[src/rtl/button_debouncer_if.sv]
// Button-side bundle for the debouncer: raw buttons in, debounced level and press pulse out.
interface button_debouncer_if #(
  parameter int NB_BTN = 4
);
  logic [NB_BTN-1:0] i_btn;
  logic [NB_BTN-1:0] o_level;
  logic [NB_BTN-1:0] o_pulse;

  modport master (output i_btn, input  o_level, input  o_pulse);
  modport slave  (input  i_btn, output o_level, output o_pulse);
endinterface

[src/rtl/button_debouncer.sv]
// Per-button 2-flop synchronizer, consecutive-disagreement debounce filter and
// registered rising-edge press pulse; all channels independent.
module button_debouncer #(
  parameter int NB_BTN          = 4,
  parameter int DEBOUNCE_CYCLES = 1000000,
  parameter int NB_CNT          = 20
) (
  input  logic                i_clk,
  input  logic                i_reset,
  button_debouncer_if.slave   bus
);

  localparam logic [NB_CNT-1:0] CNT_LAST = NB_CNT'(DEBOUNCE_CYCLES - 1);

  logic [NB_BTN-1:0] sync1_q, sync2_q;
  logic [NB_BTN-1:0] level_q, level_d;
  logic [NB_BTN-1:0] pulse_q, pulse_d;
  logic [NB_CNT-1:0] cnt_q [NB_BTN];
  logic [NB_CNT-1:0] cnt_d [NB_BTN];

  always_comb begin
    level_d = level_q;
    pulse_d = '0;
    for (int unsigned i = 0; i < NB_BTN; i++) begin
      cnt_d[i] = '0;
      // Any edge where sync agrees with the level leaves the count at zero.
      if (sync2_q[i] != level_q[i]) begin
        if (cnt_q[i] == CNT_LAST) begin
          level_d[i] = sync2_q[i];
          pulse_d[i] = sync2_q[i];
        end else begin
          cnt_d[i] = cnt_q[i] + 1'b1;
        end
      end
    end
  end

  always_ff @(posedge i_clk or posedge i_reset) begin
    if (i_reset) begin
      sync1_q <= '0;
      sync2_q <= '0;
      level_q <= '0;
      pulse_q <= '0;
      for (int unsigned i = 0; i < NB_BTN; i++) begin
        cnt_q[i] <= '0;
      end
    end else begin
      sync1_q <= bus.i_btn;
      sync2_q <= sync1_q;
      level_q <= level_d;
      pulse_q <= pulse_d;
      for (int unsigned i = 0; i < NB_BTN; i++) begin
        cnt_q[i] <= cnt_d[i];
      end
    end
  end

  assign bus.o_level = level_q;
  assign bus.o_pulse = pulse_q;

endmodule

[src/flat_wrapper.sv]
// flat-port wrapper written by rule: the top's interface ports become plain ports
module button_debouncer_flat 
#(
  parameter int NB_BTN          = 4,
  parameter int DEBOUNCE_CYCLES = 1000000,
  parameter int NB_CNT          = 20
)
  (i_clk, i_reset, bus_i_btn, bus_o_level, bus_o_pulse);
  button_debouncer_if #(.NB_BTN(NB_BTN)) bus_i ();
  input  logic i_clk;
  input  logic i_reset;
  input wire logic [$bits(bus_i.i_btn)-1:0] bus_i_btn;
  output wire logic [$bits(bus_i.o_level)-1:0] bus_o_level;
  output wire logic [$bits(bus_i.o_pulse)-1:0] bus_o_pulse;
  assign bus_i.i_btn = bus_i_btn;
  assign bus_o_level = bus_i.o_level;
  assign bus_o_pulse = bus_i.o_pulse;
  button_debouncer #(.NB_BTN(NB_BTN), .DEBOUNCE_CYCLES(DEBOUNCE_CYCLES), .NB_CNT(NB_CNT)) u_core (.i_clk(i_clk), .i_reset(i_reset), .bus(bus_i));
endmodule
[config.mk]
export PLATFORM = sky130hd
export DESIGN_NAME = button_debouncer_flat
export DESIGN_NICKNAME = d
export VERILOG_FILES = /design/src/rtl/button_debouncer_if.sv /design/src/rtl/button_debouncer.sv /design/src/flat_wrapper.sv
export SDC_FILE = /design/constraint.sdc
export NUM_CORES = 1
export LEC_CHECK = 0
export BUFFER_PORTS_ARGS = -buffer_cell sky130_fd_sc_hd__buf_4
export CAP_MARGIN = 10
export CORE_AREA = 2 2 103 105
export CTS_CLUSTER_SIZE = 20
export DETAILED_ROUTE_END_ITERATION = 10
export DIE_AREA = 0 0 105 107
export GPL_TIMING_DRIVEN = 1
export MAX_ROUTING_LAYER = met4
export PLACE_DENSITY = 0.69
export SLEW_MARGIN = 5
export SYNTH_ARGS = -nofsm -noshare
export SYNTH_HDL_FRONTEND = slang
export SYNTH_SLANG_ARGS = --single-unit
[constraint.sdc]
create_clock -name i_clk -period 3.41 [get_ports i_clk]
set_clock_uncertainty 0.2 [all_clocks]
set_input_delay 0.1705 -clock i_clk [delete_from_list [all_inputs] [get_ports i_clk]]
set_output_delay 0.1705 -clock i_clk [all_outputs]
set_load 0.01 [all_outputs]
---- After elaboration in Yosys (flattened, before gate mapping) ----
Cells that the tools add are included.
storage, ports and cells
  flip-flop bits (word level) ............. 96
  input bits .............................. 6
cells by class
  $add $sub $neg .......................... 4
  equal/unequal tests ..................... 8
  muxes and demuxes ....................... 16
  reductions and logical operators ........ 4
operators with widths
  operator                 count
  $mux W20                 8
  $add A20 B1 Y20 const B  4
  $eq A20 B20 Y1 const B   4
  $mux W1                  8
  $reduce_and A2 Y1        4
  $ne A1 B1 Y1             4

---- Longest topological paths before layout ----
Gate-level depths: netlist of run 1.
  depth in word-level cells ............... 3
  gate-level depth with buffers ........... 6
  depth with buffers taken out ............ 5

---- Least setup slack after synthesis of run 1 ----
OpenSTA, ideal clock, no wires.
  path kind ............................... reg2reg
  start ................................... reg u_core.cnt_q[0] (netlist name)
  end ..................................... reg u_core.cnt_q[18] (netlist name)
  library setup time ...................... 0.078 ns
  arrival ................................. 1.871 ns
  data required time ...................... 3.132 ns
  slack ................................... 1.261 ns
  stages on the path, launching flop included .. 7
  path buffers ............................ 1
  clock period less this slack ............ 2.149 ns
  cells stage by stage .................... dfrtp_1 ha_1 nand2_1 or4_1 buf_2 or4_1 a21oi_1
RTL lines
  element                           line                    RTL
  start: declaration                button_debouncer.sv:18  logic [NB_CNT-1:0] cnt_q [NB_BTN];
  start signal: indexed assignment  button_debouncer.sv:53  cnt_q[i] <= cnt_d[i];

==> flow_summary_export.csv, run 1 <==
group,metric,value,unit
detailed_routing,dr.pass1.iters,4,
clocking,post_cts_buffers,0,
detailed_routing,wl,7900,um
logic_synthesis,ys_seq_area_share,53.6,%
logic_synthesis,syn_area,4480,um^2
logic_synthesis,synth.most_common_cell,"dfrtp_1",
timing,tightest_slew,858,ps
logic_synthesis,synth-edff-count,0,
floorplanning,coreArea,10100,um^2
timing,rsz0062_at_grt,"no",
logic_synthesis,syn_area_per_cell,9.92,um^2
detailed_routing,antenna_left,0,
placement,gp_congestion,0.825,
global_route,grt_overflow_total,0,
global_route,antenna_found_initial,0,
logic_synthesis,synth_cell_types,35,
setup_path,cpPeakStageDelay,650,ps
global_route,grt_start_max_net_pins,72,
global_route,gr-usage-all-layers,16.3,%
global_route,grt_pass1_vias,3166,
pwr,irDropWorstVdd,0.195,mV
timing,fin_setup_tns,0,ps
setup_path,path_cells,"nand3_1 -> or4b_2 -> o31ai_2 -> buf_4 -> nor2_1",
pwr,power.leakage,2.04,nW
setup_path,cp.buffers_inverters,1,
setup_path,cp_slowest_cell,"or4b_2",
setup_path,crit_fanout,12,
logic_synthesis,netlist_instances,452,
placement,dpl_cell_area,4760,um^2
setup_path,cp_num_cells,5,
timing,finalSetupViolations,0,
setup_path,critPathKind,"reg2reg",
cells_and_area,regArea,2400,um^2
setup_path,crit_required,3460,ps
detailed_routing,remaining_drc_errors,0,
cells_and_area,final_util,49.5,%
floorplanning,die-area,11200,um^2
timing,max_freq,0.421,GHz
cells_and_area,multiInputGateArea,1970,um^2
clocking,cts-root-buf,"clkbuf_8",
timing,setup_ws,1040,ps
cells_and_area,fillers,937,
flow_run,drv_cap,0,
setup_path,rrSetupSlack,1040,ps
outcome,outcome,"finished, final reports clean",
clocking,cts_num_sinks,96,
timing,fin_crit_sh,69.6,%
floorplanning,row_count,37,
min_path,min_path_type,"reg2reg",
timing,hold_violations,0,
logic_synthesis,synth-async-reset-ratio,100,%
clocking,cts.path.max_buffers,2,
logic_synthesis,ys_warn_count,0,
logic_synthesis,ys_ff_latch,96,
logic_synthesis,syn-num-nets,462,
global_route,grt_pass1_wl,14600,um
global_route,grtUsageMet1,21.7,%
placement,place_ws,1060,ps
clocking,cts_tree,"yes",
timing,slew_headroom,42.8,%
timing,whs,158,ps
floorplanning,dieWidth,105,um
setup_path,path_delay_family,"simple AND/OR/NAND/NOR gates",
setup_path,start_kind,"flip-flop",
floorplanning,start_util,44.4,%
cells_and_area,area_growth,11.5,%
clocking,clkLatencyLatePin,350,ps
pwr,power_density,397,nW/um^2
logic_synthesis,synthFlopType,"dfrtp_1",
detailed_routing,drtIter0Drc,158,
floorplanning,num_io_pins,14,
setup_path,worstSetupEndpointType,"flip-flop",
cells_and_area,antennaDiodeCount,0,
logic_synthesis,synth.top_cells.by_area,"dfrtp_1, xnor2_1, nor2_1",
placement,port_buffers,13,
cells_and_area,layout.nets,485,
logic_synthesis,yosys.area.top_type,"dfrtp_1",
placement,hpwl,5370,um
clocking,numCtsBuffers,9,
cells_and_area,design_area,5000,um^2
timing,maxSlewViolCount,0,
logic_synthesis,yosysTopAreaCellShare,53.6,%
setup_path,arrival,2420,ps
min_path,whs_path_depth,0,
floorplanning,dieHeight,107,um
detailed_routing,num_vias,3240,
setup_path,r2r_cells,5,
detailed_routing,via_per_inst,5.26,
logic_synthesis,synthTopCellsByCount,"dfrtp_1, nor2_1, nand3_1, xnor2_1, xor2_1",
clocking,clk_pin_slew,100,ps
global_route,grtUsageMet2,25.2,%
global_route,grt_busiest_layer,"met2",
cells_and_area,layout-drive-gt1-share,10.6,%
detailed_routing,avgRoutedWirePerCell,12.8,um
timing,post-route-min-period,2370,ps
global_route,grt_use_met3,4.13,%
clocking,cts_max_level,3,
-- sequential cells by signal, summed over array words and instances (netlist names) --
| signal | count |
|---|---|
| u_core.cnt_q | 80 |
| u_core.bus.o_level | 4 |
| u_core.bus.o_pulse | 4 |
| u_core.sync1_q | 4 |
| u_core.sync2_q | 4 |
-- where the power goes --
| group | total [mW] | switching, mW | internal [mW] |
|---|---|---|---|
| Combinational | 0.0751 | 0.0498 | 0.0253 |
| Clock | 0.739 | 0.399 | 0.340 |
| Sequential | 1.17 | 0.0152 | 1.15 |
-- area by class of cell --
type / count / area share [%]
clock buffers: 9 / 2.48
well taps: 136 / 3.40
clock inverters: 7 / 1.35
inverters: 19 / 1.48
flip-flops and latches: 96 / 48.1
multi-input cells: 325 / 39.4
repair buffers: 24 / 3.85
-- timing repair --
| item | 4_1_cts | 5_1_grt |
|---|---|---|
| gates resized for setup | 0 | 0 |
| hold buffers | 5 | 0 |
| endpoints found under the hold margin | 73 | 0 |
-- cell families after synthesis --
kind of cell	after synthesis	share of synthesized area (%)
adder cells (fa/ha/maj)	4	1.12
multiplexers	5	1.20
buffers and inverters	31	2.71
XOR/XNOR	53	10.4
AND/OR/NAND/NOR	213	24.8
AO/OA/AOI/OAI	50	6.23
flip-flops	96	53.6
-- final timing paths --
path,start,end
min,u_core.sync1_q[2]$_DFF_PP0_,u_core.sync2_q[2]$_DFF_PP0_
max reg2reg,u_core.cnt_q[77]$_DFF_PP0_,u_core.cnt_q[69]$_DFF_PP0_
min in group asynchronous,i_reset,u_core.cnt_q[26]$_DFF_PP0_
max,u_core.cnt_q[77]$_DFF_PP0_,u_core.cnt_q[69]$_DFF_PP0_
min reg2reg,u_core.sync1_q[2]$_DFF_PP0_,u_core.sync2_q[2]$_DFF_PP0_
max in group asynchronous,i_reset,u_core.cnt_q[55]$_DFF_PP0_
-- through the flow --
stage / cells / power, mW
2_1_floorplan: 452 / 1.24
3_5_place_dp: 595 / 1.27
3_3_place_gp: 595 / 1.26
5_1_grt: 616 / 2.07
6_report: 616 / 1.98
4_1_cts: 616 / 2.01
-- worst reg2reg max path, cell delays in order, from the launching register on --
cell and delay [ps]:
dfrtp_1 400, nand3_1 130, or4b_2 650, o31ai_2 520, buf_4 300, nor2_1 70
-- routing by layer --
layer / vias up / part of all wire (%) / routed length [um]
li1: 1627 / - / -
met1: 1562 / 49 / 3900
met2: 46 / 46 / 3650
met3: 5 / 3.6 / 281
met4: 0 / 0.86 / 68
met5: - / 0 / 0
-- placed cells by master, fill, tap and decap left out, types with 8 or more instances in the layout --
master | Yosys | routed
or4_1 | 10 | 10
nand2_1 | 22 | 22
a21oi_1 | 21 | 21
nand3_1 | 29 | 29
o21ai_0 | 17 | 16
xnor2_1 | 29 | 29
o31ai_1 | 10 | 8
xor2_1 | 24 | 24
or3_1 | 11 | 11
nand4_1 | 19 | 19
nor3_1 | 12 | 12
inv_1 | 19 | 18
nor4_1 | 13 | 13
and3_1 | 9 | 9
buf_4 | 0 | 19
nor2_1 | 67 | 67
dfrtp_1 | 96 | 96
clkbuf_8 | 0 | 9
Note: power is estimated with default switching activity, not from simulation.
==> run 2, diff against run 1 <==
Settings changed: PLACE_DENSITY 0.69 to 0.71.
Clock period 3.41 ns to 2.1 ns, I/O delays scaled along.
==> run 2 against run 1 <==
Compared with the run above:
- flip-flop and latch count stayed put
- setup slack worse by 990 ps
- critical path depth stayed put
- utilization is 4.1 points higher
- critical path type unchanged
- highest routed layer unchanged
- first-iteration DRC count is 46% higher
- critical endpoint is now u_core.cnt_q[18]$_DFF_PP0_
- power is 75% higher
- clock power is 91% higher
- cell count is 5.8% higher
- largest cell class unchanged
==> flow_summary_export.csv, run 2 (synthesized netlist as in run 1, its figures left out) <==
group,metric,value,unit
outcome,outcome,"finished, final reports clean",
pwr,irDropWorstVdd,0.289,mV
cells_and_area,instances_no_fill,652,
setup_path,r2r_cells,5,
min_path,hold_end,"u_core.sync2_q[2]$_DFF_PP0_",
cells_and_area,layout-drive-gt1-share,18.6,%
floorplanning,dieHeight,107,um
setup_path,path_cells,"ha_2 -> nand2_1 -> or4_4 -> or4_4 -> a21oi_2",
placement,place_ws,-71.9,ps
floorplanning,dieWidth,105,um
pwr,p_sw,741,uW
timing,slew_headroom,45.4,%
floorplanning,die-area,11200,um^2
timing,hold_violations,0,
clocking,cts_tree,"yes",
cells_and_area,mostFrequentLayoutCells,"dfrtp_1, nor2_1, buf_4, xnor2_1, nand3_1",
timing,fin_crit_sh,97.8,%
pwr,power.leakage,2.25,nW
setup_path,crit_required,2200,ps
timing,fin_setup_tns,0,ps
clocking,cts.path.max_buffers,2,
detailed_routing,dr.pass1.iters,4,
cells_and_area,largest_register_ffs,80,
setup_path,path_delay_family,"simple AND/OR/NAND/NOR gates",
pwr,p_int,2.73,mW
floorplanning,start_util,44.4,%
global_route,grt_pass1_wl,15200,um
pwr,pwr-share-seq,54.7,%
timing,maxSlewViolCount,0,
cells_and_area,antennaDiodeCount,0,
global_route,grt_pass1_vias,3445,
global_route,grt_overflow_total,0,
setup_path,cp_common_cell,"or4_4",
cells_and_area,mostFrequentLayoutCell,"dfrtp_1",
global_route,gr-usage-all-layers,17.2,%
floorplanning,row_count,37,
cells_and_area,layout.nets,521,
global_route,grt_start_max_net_pins,33,
setup_path,start_kind,"flip-flop",
clocking,clkLatencyLatePin,370,ps
placement,gp_congestion,0.823,
timing,finalSetupViolations,0,
placement,hpwl,5920,um
detailed_routing,drtIter0Drc,231,
min_path,hp-start,"u_core.sync1_q[2]$_DFF_PP0_",
setup_path,cpPeakStageDelay,530,ps
cells_and_area,area_growth,20.7,%
timing,post-route-min-period,2050,ps
timing,tightest_slew,818,ps
clocking,cts-root-buf,"clkbuf_8",
detailed_routing,via_per_inst,5.25,
flow_run,drv_cap,0,
min_path,min_path_type,"reg2reg",
cells_and_area,design_area,5410,um^2
floorplanning,coreArea,10100,um^2
setup_path,worstSetupEndpointType,"flip-flop",
setup_path,crit_fanout,8,
clocking,numCtsBuffers,9,
detailed_routing,wl,8460,um
clocking,clk_pin_slew,80,ps
timing,setup_ws,46.9,ps
detailed_routing,avgRoutedWirePerCell,13.0,um
setup_path,critPathKind,"reg2reg",
pwr,switching_share,21.4,%
clocking,cts_num_sinks,96,
pwr,pwr-share-clk,40.8,%
timing,max_freq,0.487,GHz
pwr,power_density,641,nW/um^2
cells_and_area,largest-register,"u_core.cnt_q",
setup_path,cp.buffers_inverters,0,
floorplanning,num_io_pins,14,
setup_path,arrival,2150,ps
setup_path,rrSetupSlack,50,ps
placement,dpl_cell_area,5010,um^2
min_path,whs_path_depth,0,
cells_and_area,final_util,53.6,%
detailed_routing,remaining_drc_errors,0,
setup_path,cp_slowest_cell,"or4_4",
setup_path,rr_endpoint,"u_core.cnt_q[18]$_DFF_PP0_",
global_route,antenna_found_initial,0,
setup_path,rr_startpoint,"u_core.cnt_q[1]$_DFF_PP0_",
clocking,cts_max_level,3,
placement,port_buffers,13,
detailed_routing,antenna_left,0,
detailed_routing,num_vias,3426,
placement,place_inst,623,
pwr,combPwrFrac,4.5,%
[run 2: cell type report]
cell class,instances,area [um^2]
Fill cell,923,4680
Sequential cell,96,2400
Multi-Input combinational cell,325,2020
Timing Repair Buffer,60,508
Tap cell,136,170
Clock buffer,10,128
Clock inverter,6,108
Inverter,19,75.1
[run 2: power by group through the flow]
stage	Combinational, mW	Clock [mW]	Sequential (mW)
2_1_floorplan	0.0826	0	1.93
3_3_place_gp	0.142	0	1.93
3_5_place_dp	0.147	0	1.93
4_1_cts	0.156	1.46	1.90
5_1_grt	0.181	1.54	1.90
6_report	0.157	1.41	1.90
[run 2: repair_timing]
action / in CTS / in global routing
buffers inserted: 0 / 8
endpoints found under the hold margin: 33 / 0
gates resized for setup: 2 / 9
pin swaps: 0 / 1
endpoints found under the setup margin: 2 / 26
hold buffers: 5 / 0
[run 2: per-stage QoR]
| step | hold WS, ps | power [mW] |
|---|---|---|
| 2_1_floorplan | -63.6 | 2.01 |
| 3_3_place_gp | 14.6 | 2.07 |
| 3_5_place_dp | 16.3 | 2.08 |
| 4_1_cts | 150 | 3.51 |
| 5_1_grt | 163 | 3.62 |
| 6_report | 156 | 3.47 |
[run 2: layer usage]
layer / vias up / GRT usage, % / wire (um)
met3: 9 / 4.13 / 229
met5: - / - / 0
met2: 34 / 28.3 / 4160
met4: 0 / 6.67 / 154
li1: 1702 / - / -
met1: 1681 / 20.7 / 3920
[run 2: how the worst max path moves through the flow]
stage | startpoint | end | cells past startpoint
after global placement | u_core.cnt_q[41]$_DFF_PP0_ | u_core.cnt_q[58]$_DFF_PP0_ | 5
final | u_core.cnt_q[1]$_DFF_PP0_ | u_core.cnt_q[18]$_DFF_PP0_ | 5
after detailed placement | u_core.cnt_q[1]$_DFF_PP0_ | u_core.cnt_q[18]$_DFF_PP0_ | 5
after CTS | u_core.cnt_q[1]$_DFF_PP0_ | u_core.cnt_q[18]$_DFF_PP0_ | 5
after global routing | u_core.cnt_q[49]$_DFF_PP0_ | u_core.cnt_q[58]$_DFF_PP0_ | 4
after floorplan | u_core.cnt_q[40]$_DFF_PP0_ | u_core.cnt_q[58]$_DFF_PP0_ | 6
[run 2: worst reg2reg max path, cell delays in order, from the launching register on]
cell     delay (ps)
dfrtp_1         390
ha_2            200
nand2_1          60
or4_4           470
or4_4           540
a21oi_2         130
